<file path="config.mk">
export PLATFORM = sky130hd
export DESIGN_NAME = serial_sub_ctrl
export DESIGN_NICKNAME = d
export VERILOG_FILES = /design/src/rtl/sub_pkg.sv /design/src/rtl/full_substractor.sv /design/src/rtl/serial_sub_ctrl.sv
export SDC_FILE = /design/constraint.sdc
export NUM_CORES = 1
export LEC_CHECK = 0
export CORE_AREA = 2 2 66 68
export CTS_CLUSTER_SIZE = 25
export DETAILED_ROUTE_END_ITERATION = 7
export DIE_AREA = 0 0 68 70
export PLACE_DENSITY = 0.7
export RECOVER_POWER = 100
export SLEW_MARGIN = 30
export SYNTH_ARGS = -nofsm -noshare
export SYNTH_HDL_FRONTEND = slang
export SYNTH_SLANG_ARGS = --single-unit
</file>
<file path="constraint.sdc">
create_clock -name clk -period 1.45 [get_ports clk]
set_clock_uncertainty 0.15 [all_clocks]
set_input_delay 0.435 -clock clk [delete_from_list [all_inputs] [get_ports clk]]
set_output_delay 0.435 -clock clk [all_outputs]
set_load 0.02 [all_outputs]
</file>
<file path="src/rtl/sub_pkg.sv">
// Shared constants for the bit-serial subtractor controller.
// Holds FSM state encodings and the default operand width.
package sub_pkg;

  localparam int DEF_WIDTH = 8;

  localparam logic [1:0] ST_IDLE = 2'd0;
  localparam logic [1:0] ST_RUN  = 2'd1;
  localparam logic [1:0] ST_DONE = 2'd2;

  typedef enum logic [1:0] {
    S_IDLE = ST_IDLE,
    S_RUN  = ST_RUN,
    S_DONE = ST_DONE
  } state_t;

endpackage

</file>
<file path="src/rtl/full_substractor.sv">
// One-bit full subtractor cell: diff = a - b - bin, bout = borrow.
// Ports: a, b, bin inputs; diff, bout outputs.
module full_substractor (
  input  logic a,
  input  logic b,
  input  logic bin,
  output logic diff,
  output logic bout
);

  assign diff = a ^ b ^ bin;
  assign bout = (~a & b) | (~(a ^ b) & bin);

endmodule

</file>
<file path="src/rtl/serial_sub_ctrl.sv">
// Bit-serial WIDTH-bit subtractor, LSB first through one 1-bit cell.
// Ports: clk, rst_n, start, a_in, b_in -> busy, done, diff_out, borrow_out.
module serial_sub_ctrl
  import sub_pkg::*;
#(
  parameter int WIDTH = DEF_WIDTH
) (
  input  logic             clk,
  input  logic             rst_n,
  input  logic             start,
  input  logic [WIDTH-1:0] a_in,
  input  logic [WIDTH-1:0] b_in,
  output logic             busy,
  output logic             done,
  output logic [WIDTH-1:0] diff_out,
  output logic             borrow_out
);

  localparam int CW = $clog2(WIDTH);

  state_t           state;
  state_t           state_nx;
  logic [WIDTH-1:0] a_sh;
  logic [WIDTH-1:0] b_sh;
  logic [WIDTH-1:0] res;
  logic             brw;
  logic [CW-1:0]    cnt;
  logic             last;
  logic             cell_d;
  logic             cell_b;

  assign last = (cnt == CW'(WIDTH - 1));

  full_substractor u_cell (
    .a    (a_sh[0]),
    .b    (b_sh[0]),
    .bin  (brw),
    .diff (cell_d),
    .bout (cell_b)
  );

  always_ff @(posedge clk) begin
    if (!rst_n) state <= S_IDLE;
    else        state <= state_nx;
  end

  always_comb begin
    state_nx = state;
    busy     = 1'b0;
    done     = 1'b0;
    unique case (state)
      S_IDLE: if (start) state_nx = S_RUN;
      S_RUN: begin
        busy = 1'b1;
        if (last) state_nx = S_DONE;
      end
      S_DONE: begin
        done     = 1'b1;
        state_nx = S_IDLE;
      end
      default: state_nx = S_IDLE;
    endcase
  end

  always_ff @(posedge clk) begin
    if (!rst_n) begin
      a_sh       <= '0;
      b_sh       <= '0;
      res        <= '0;
      brw        <= 1'b0;
      cnt        <= '0;
      diff_out   <= '0;
      borrow_out <= 1'b0;
    end else if (state == S_IDLE && start) begin
      a_sh <= a_in;
      b_sh <= b_in;
      res  <= '0;
      brw  <= 1'b0;
      cnt  <= '0;
    end else if (state == S_RUN) begin
      a_sh <= a_sh >> 1;
      b_sh <= b_sh >> 1;
      res  <= {cell_d, res[WIDTH-1:1]};
      brw  <= cell_b;
      cnt  <= cnt + 1'b1;
      // publish only the complete word, never partial bits
      if (last) begin
        diff_out   <= {cell_d, res[WIDTH-1:1]};
        borrow_out <= cell_b;
      end
    end
  end

endmodule

</file>
; Word level (Yosys, flattened, before mapping)
; Cells that the tools add are included.
[word_totals]
inputBits = 19
output_inout_bits = 11
reg_bits = 39
[op_classes]
n_mux = 9
n_eq_ne = 5
n_addsub = 1
reduce_logical = 6
bitwise = 9
[ops]
columns = cell, n
row1 = $mux W8, 4
row2 = $mux W2, 2
row3 = $ne A2 B2 Y1 const B, 2
row4 = $not A1 Y1, 4
row5 = $pmux W2 S2, 1
row6 = $add A3 B1 Y3 const B, 1
row7 = $eq A3 B3 Y1 const B, 1
row8 = $reduce_and A3 Y1, 1
row9 = $and A1 B1 Y1, 2
row10 = $eq A2 B1 Y1 const B, 1
row11 = $eq A2 B2 Y1 const B, 1
row12 = $logic_not A2 Y1, 1
row13 = $mux W1, 2
row14 = $reduce_and A2 Y1, 1
row15 = $reduce_bool A2 Y1, 1
row16 = $reduce_or A2 Y1, 1
row17 = $xor A1 B1 Y1, 2
row18 = $logic_and A1 B1 Y1, 1
row19 = $or A1 B1 Y1, 1

; Logic depth before layout (Yosys ltp)
; Gate-level depths: netlist of run 1.
[logic_depth]
ltp_word = 4
mapped_depth = 7

; Hierarchy
; From an unflattened synthesis of run 1, not the netlist that was laid out.
[hier_totals]
hier_cells = 192
hier_area_um2 = 1584.0
[modules_own_cells]
columns = module, area_per_inst_um2, cells_each, seq_area_each_um2, instances
row1 = serial_sub_ctrl, 1552.7, 188, 760.7, 1
row2 = full_substractor, 31.3, 4, 0.0, 1

; Worst setup path after synthesis of run 1
; Ideal clock, no wire load.
[synth_timing]
path_type = register to output
startpoint = reg state[1]
endpoint = out busy
path_stages_with_launch = 5
t_arrival_ps = 959
setup_slack_ps = -94
cell_sequence = dfxtp_1 -> nand2b_1 -> buf_2 -> inv_2 -> buf_2
[synth_between]
elab_chain_len = 2
[synth_lines]
columns = item, line
row1 = from (decl), serial_sub_ctrl.sv:21  ; state_t state;
row2 = from (signal assigned), serial_sub_ctrl.sv:44  ; else state <= state_nx;
row3 = $eq A2 B1 Y1, serial_sub_ctrl.sv:51  ; unique case (state)
row4 = $mux W1, serial_sub_ctrl.sv:51
row5 = to (decl), serial_sub_ctrl.sv:13  ; output logic busy,
; Every way passes these cells.

; Worst setup path after layout of run 1
[layout_timing]
startpoint = reg state[0]
endpoint = reg b_sh[5]
[layout_between]
elab_chain_len = 3
word_cells_on_any_way = 5
[layout_lines]
columns = item, line
row1 = $logic_not A2 Y1, serial_sub_ctrl.sv:74  ; end else if (state == S_IDLE && start) begin
row2 = $logic_and A1 B1 Y1, serial_sub_ctrl.sv:74
row3 = $mux W8 / $reduce_bool A2 Y1 (equally long branches), --
row4 = to (signal assigned), serial_sub_ctrl.sv:76  ; b_sh <= b_in;
row5 = to (signal assigned), serial_sub_ctrl.sv:82  ; b_sh <= b_sh >> 1;
row6 = to (decl), serial_sub_ctrl.sv:24  ; logic [WIDTH-1:0] b_sh;
; Parallel ways exist; a longest one is shown, timed or not.
; A chain may end at the register's enable or synchronous reset.

==> results_dict.tcl, run 1 <==
set metrics [dict create \
    cts_buffers 5 \
    path_class "reg2reg" \
    wl_mm 3.46 \
    r2r_end "b_sh[5]" \
    area_growth_pct 49.1 \
    dr.pass1.iters 4 \
    ys_ff_latch 38 \
    htreeDepth 2 \
    drt_iter0_drc 84 \
    synth_area_per_cell_sq_um 8.16 \
    slowest_stage "or3b_4" \
    fp.dieH_um 70 \
    die_area_sq_um 4760 \
    maxSlewHeadroom_pct 76.4 \
    finalHoldViolCount 0 \
    ys_seq_area_share_pct 49.3 \
    r2r_start "state[0]" \
    clock-root-buffer "clkbuf_8" \
    multi_input_comb_area_sq_um 825 \
    ir_drop_v 0.000590 \
    crit_path_max_fanout 7 \
    synth_enable_flop_cells 0 \
    core_sq_um 4140 \
    start_kind "flip-flop" \
    synth_cell_types 25 \
    initial_utilization_pct 37.2 \
    power.density_nw_per_um2 1120 \
    fin_crit_sh_pct 106 \
    status "finished, violations left" \
    clk_pin_slew_worst_paths_ps 80 \
    tns_ps -1090 \
    setup_ws_ps -88.6 \
    max_stage_delay_ps 450 \
    cts_tree "done" \
    synthFlopType "dfxtp_1" \
    rows 24 \
    final_util_pct 55.5 \
    fp.dieW_um 68 \
    synthCells 189 \
    fin_hold_ws_ps 301 \
    synth_top_cell_by_area "dfxtp_1" \
    r2r_slack_ps -90 \
    min_period_ps 1540 \
    grt_usage_pct 15.9 \
    maxCapViolCount 0 \
    slew_violations 0 \
    setup_viol 17 \
    place_congestion 0.753 \
    clockBufferDepth 2 \
    end_kind "flip-flop" \
    rsz0062_at_grt "yes" \
    grt_max_degree 35 \
    drc 0 \
    nNetsFinal 256 \
    port_buffers 29 \
    place_area_sq_um 1980 \
    cp.buffers_inverters 2 \
    antenna_found_initial 0 \
    max_slew.worst_pin.slew_ps 354 \
    io-pin-count 30 \
    reg2reg_depth 5 \
    critPathTopFamily "simple AND/OR/NAND/NOR gates" \
    holdPathEnd "diff_out[4]" \
    drive_gt1_share_pct 31.9 \
    synthTopCellsByArea "dfxtp_1 (49%), a21oi_1 (15%), nand2_1 (10%)" \
    seq_area_sq_um 768 \
    crit_arrival_ps 1580 \
    num_vias 1417 \
    synthArstFlopShare_pct 0 \
    leakage_nw 0.869 \
    finalPower_mw 2.58 \
    ys_warn_count 0 \
    overflow 0 \
    hp-start "diff_out[4]" \
    crit_chain "buf_6 > or3b_4 > buf_16 > o21ai_2 > a21oi_1" \
    grt_pass1_wl_mm 5.75 \
    insertion_delay_ps 290 \
    failed_checks "setup timing" \
    clkSinkCount 38 \
    startpoint "state[0]" \
    detailed_place_hpwl_mm 2.16 \
    whs_path_depth 2 \
    antenna_left 0 \
    n_fill_cell 375 \
    syn_nets 211 \
    synth_top_area_share_pct 49.3 \
    grt_pass1_vias 1327 \
    avgRoutedWirePerCell_um 12.1 \
    avgViaCountPerCell 4.94 \
    fmax_ghz 0.650 \
    cp.required_ps 1490 \
    synth_area_sq_um 1540 \
    hp-class "reg2reg" \
    finalInstanceArea_sq_um 2300 \
    n_antenna_cell 0 \
]
## logic make-up (layout without fill, tap and decap cells)
logic type / after synthesis / count (layout) / synth area share (%)
xor+xnor: 1 / 1 / 0.568
buf+inv: 18 / 64 / 6.41
flops: 38 / 38 / 49.3
simple gates: 66 / 66 / 18.7
compound gates: 63 / 63 / 22.1
fa+ha+maj: 3 / 3 / 2.92
## worst min-delay path, stage by stage, from the launching register on
cell     delay (ps)
dfxtp_1         310
nand2_1          50
a21oi_1          50
## flip-flops by register name (all words and copies together), names as in the netlist
name        count
a_sh            8
brw             1
b_sh            8
borrow_out      1
res             7
state           2
cnt             3
diff_out        8
## synth_stat cells, types with 3 or more instances
library cell and count:
a21oi_1 46, buf_2 7, dfxtp_1 38, inv_1 3, nand2_1 41, nand3_1 10
nor2_1 8, nor2b_1 3, o21ai_0 12
## final cells by class
| cell class | instances | area share, % |
|---|---|---|
| clock buffer | 6 | 3.59 |
| tap | 52 | 2.83 |
| timing repair buffer | 52 | 20.9 |
| clock inverter | 2 | 2.61 |
| sequential | 38 | 33.4 |
| multi-input combinational | 133 | 35.9 |
| inverter | 4 | 0.762 |
## routing by layer
layer,wire (um),GRT usage (%),vias to the layer above
li1,-,-,731
met1,1540,19.6,656
met2,1730,25.7,23
met3,120,4.35,7
met4,68,6.67,0
met5,0,0,-
## timing repair
item	4_1_cts	5_1_grt
endpoints found under the setup margin	38	37
setup buffers	1	3
gates resized for setup	81	25
pin swaps	6	5
cloned	1	0
hold buffers	0	0
## placed cells by master (no fill, tap or decap), types with 2 or more instances in the layout
cell type        instances
a21oi_1                 42
bufinv_16                2
buf_2                    9
a21oi_2                  4
buf_12                   2
o21ai_2                 11
dfxtp_1                 34
nand2_1                 40
buf_4                   16
inv_1                    3
o221a_2                  2
nand3_1                  8
clkdlybuf4s50_1         16
clkbuf_8                 6
nor2b_1                  2
dfxtp_2                  3
nand3_4                  2
buf_6                    4
nor2_1                   8
## power by group
part           switching [mW]  internal [mW]
sequential             0.0314           1.09
combinational           0.182          0.182
clock                   0.363          0.734
## stage by stage
step                std cells  worst slack (ps)
floorplan                 189             -15.2
global placement          275              -514
detailed placement        275              -556
CTS                       285             -82.1
global route              287              -130
finish                    287             -88.6
## worst max path at each step
stage,end,cells after the start
after floorplan,a_sh[1],5
after global placement,b_sh[2],5
after detailed placement,b_sh[2],5
after CTS,b_sh[2],5
after global routing,state[0],5
final,b_sh[5],5
Power figures use the tool's default switching activity.
==> run 2, diff against run 1 <==
Settings changed: DONT_BUFFER_PORTS set to 1, PLACE_DENSITY 0.7 to 0.6, SLEW_MARGIN 30 to 20.
==> run 2 against run 1 <==
Compared with the run above: the flow still finishes with violations (setup timing); sequential share of layout area grew 8.0 points; clock power shrank 34%; cell area shrank 19%; fmax shrank 1.6%; sequential power is essentially flat; core utilization shrank 11 points.
==> results_dict.tcl, run 2 (same netlist as run 1, synthesis figures left out) <==
set metrics [dict create \
    status "finished, violations left" \
    failed_checks "setup timing" \
    fp.dieH_um 70 \
    power.density_nw_per_um2 1130 \
    dp_cells 240 \
    sequentialPowerShare_pct 53.1 \
    final_util_pct 44.8 \
    die_area_sq_um 4760 \
    setup_viol 2 \
    clock-root-buffer "clkbuf_8" \
    wl_mm 3.19 \
    p_clk_share_pct 34.5 \
    r2r_end "b_sh[2]" \
    fin_hold_ws_ps 135 \
    cts_tree "done" \
    n_antenna_cell 0 \
    reg2reg_depth 4 \
    avgViaCountPerCell 5.08 \
    grt_max_degree 25 \
    min_period_ps 1560 \
    final_common_cell "a21oi_1" \
    crit_chain "buf_6 > nor2b_4 > buf_6" \
    dr.pass1.iters 4 \
    nNetsFinal 222 \
    rsz0062_at_grt "yes" \
    hp-start "b_in[7]" \
    cpMostUsedCell "buf_6" \
    holdPathEnd "b_sh[7]" \
    layout_common_cells "a21oi_1 (45), nand2_1 (41), dfxtp_1 (35), nand3_1 (10), nor2_1 (8)" \
    comb_power_share_pct 12.5 \
    initial_utilization_pct 37.2 \
    grt_pass1_wl_mm 5.39 \
    maxCapViolCount 0 \
    postCtsHoldBufs 0 \
    p_int_mw 1.59 \
    area_growth_pct 20.4 \
    path_class "reg2out" \
    overflow 0 \
    drc 0 \
    start_kind "flip-flop" \
    crit_path_max_fanout 3 \
    core_sq_um 4140 \
    htreeDepth 2 \
    place_area_sq_um 1660 \
    antenna_found_initial 0 \
    finalHoldViolCount 0 \
    ir_drop_v 0.000508 \
    io-pin-count 30 \
    clk_pin_slew_worst_paths_ps 70 \
    fin_crit_sh_pct 108 \
    crit_arrival_ps 980 \
    pre_cts_slack_ps -34.0 \
    insertion_delay_ps 280 \
    cp.required_ps 870 \
    multi_input_comb_area_sq_um 727 \
    finalPower_mw 2.10 \
    reg.largest.list "a_sh (8), b_sh (8), diff_out (8)" \
    fmax_ghz 0.640 \
    grt_usage_pct 15.1 \
    fp.dieW_um 68 \
    port_buffers 0 \
    drive_gt1_share_pct 18.9 \
    hp-class "in2reg" \
    r2r_start "state[1]" \
    rows 24 \
    tns_ps -193 \
    clkSinkCount 38 \
    setup_ws_ps -114 \
    n_fill_cell 443 \
    r2r_slack_ps 20 \
    leakage_nw 0.649 \
    detailed_place_hpwl_mm 2.06 \
    final_cells 253 \
    whs_path_depth 2 \
    p_switching_uw 514 \
    maxSlewHeadroom_pct 70.8 \
    max_stage_delay_ps 360 \
    drt_iter0_drc 91 \
    num_vias 1284 \
    switching_share_pct 24.4 \
    grt_pass1_vias 1193 \
    seq_area_sq_um 769 \
    clockBufferDepth 2 \
    antenna_left 0 \
    avgRoutedWirePerCell_um 12.6 \
    finalInstanceArea_sq_um 1860 \
    max_slew.worst_pin.slew_ps 438 \
    slowest_stage "dfxtp_4" \
    slew_violations 0 \
    place_congestion 0.715 \
    cts_buffers 5 \
    end_kind "output pin" \
]
run 2: how the worst max path moves through the flow:
stage	start	end	slack, ps	cells past startpoint
2_1_floorplan	start	a_sh[1]	-20	5
3_3_place_gp	start	a_sh[3]	-20	4
3_5_place_dp	start	a_sh[3]	-30	4
4_1_cts	state[0]	done	-130	3
5_1_grt	state[0]	done	-150	3
6_report	state[0]	done	-110	3
run 2: area by class of cell:
type,instances,area share [%]
Sequential cell,38,41.4
Multi-Input combinational cell,133,39.1
Timing Repair Buffer,17,9.16
Clock buffer,7,4.65
Tap cell,52,3.50
Inverter,4,1.48
Timing Repair inverter,1,0.404
Clock inverter,1,0.269
run 2: critical path, delay by kind of cell, from the launching register on:
kind,cells,cell delay (ps)
and+or+nand+nor,1,100
buffers and inverters,2,240
DFF,1,360
run 2: metal layers:
metal	routed length [um]	track usage (%)
met1	1600	20.3
met3	146	4.67
met5	0	0
met2	1370	21.6
met4	65	7.33
run 2: timing repair:
action                                  4_1_cts  5_1_grt
gates cloned                                  1        1
pin swaps                                     0       13
endpoints found under the hold margin         0        0
endpoints found under the setup margin        2       35
resized for setup                            11       22
setup buffers                                 3        0
run 2: power groups by stage:
stage               registers (mW)  clock network, mW  logic [mW]
floorplan                     1.13                  0       0.186
global placement              1.14                  0       0.224
detailed placement            1.14                  0       0.227
CTS                           1.12              0.756       0.256
global route                  1.12              0.800       0.298
finish                        1.12              0.725       0.262
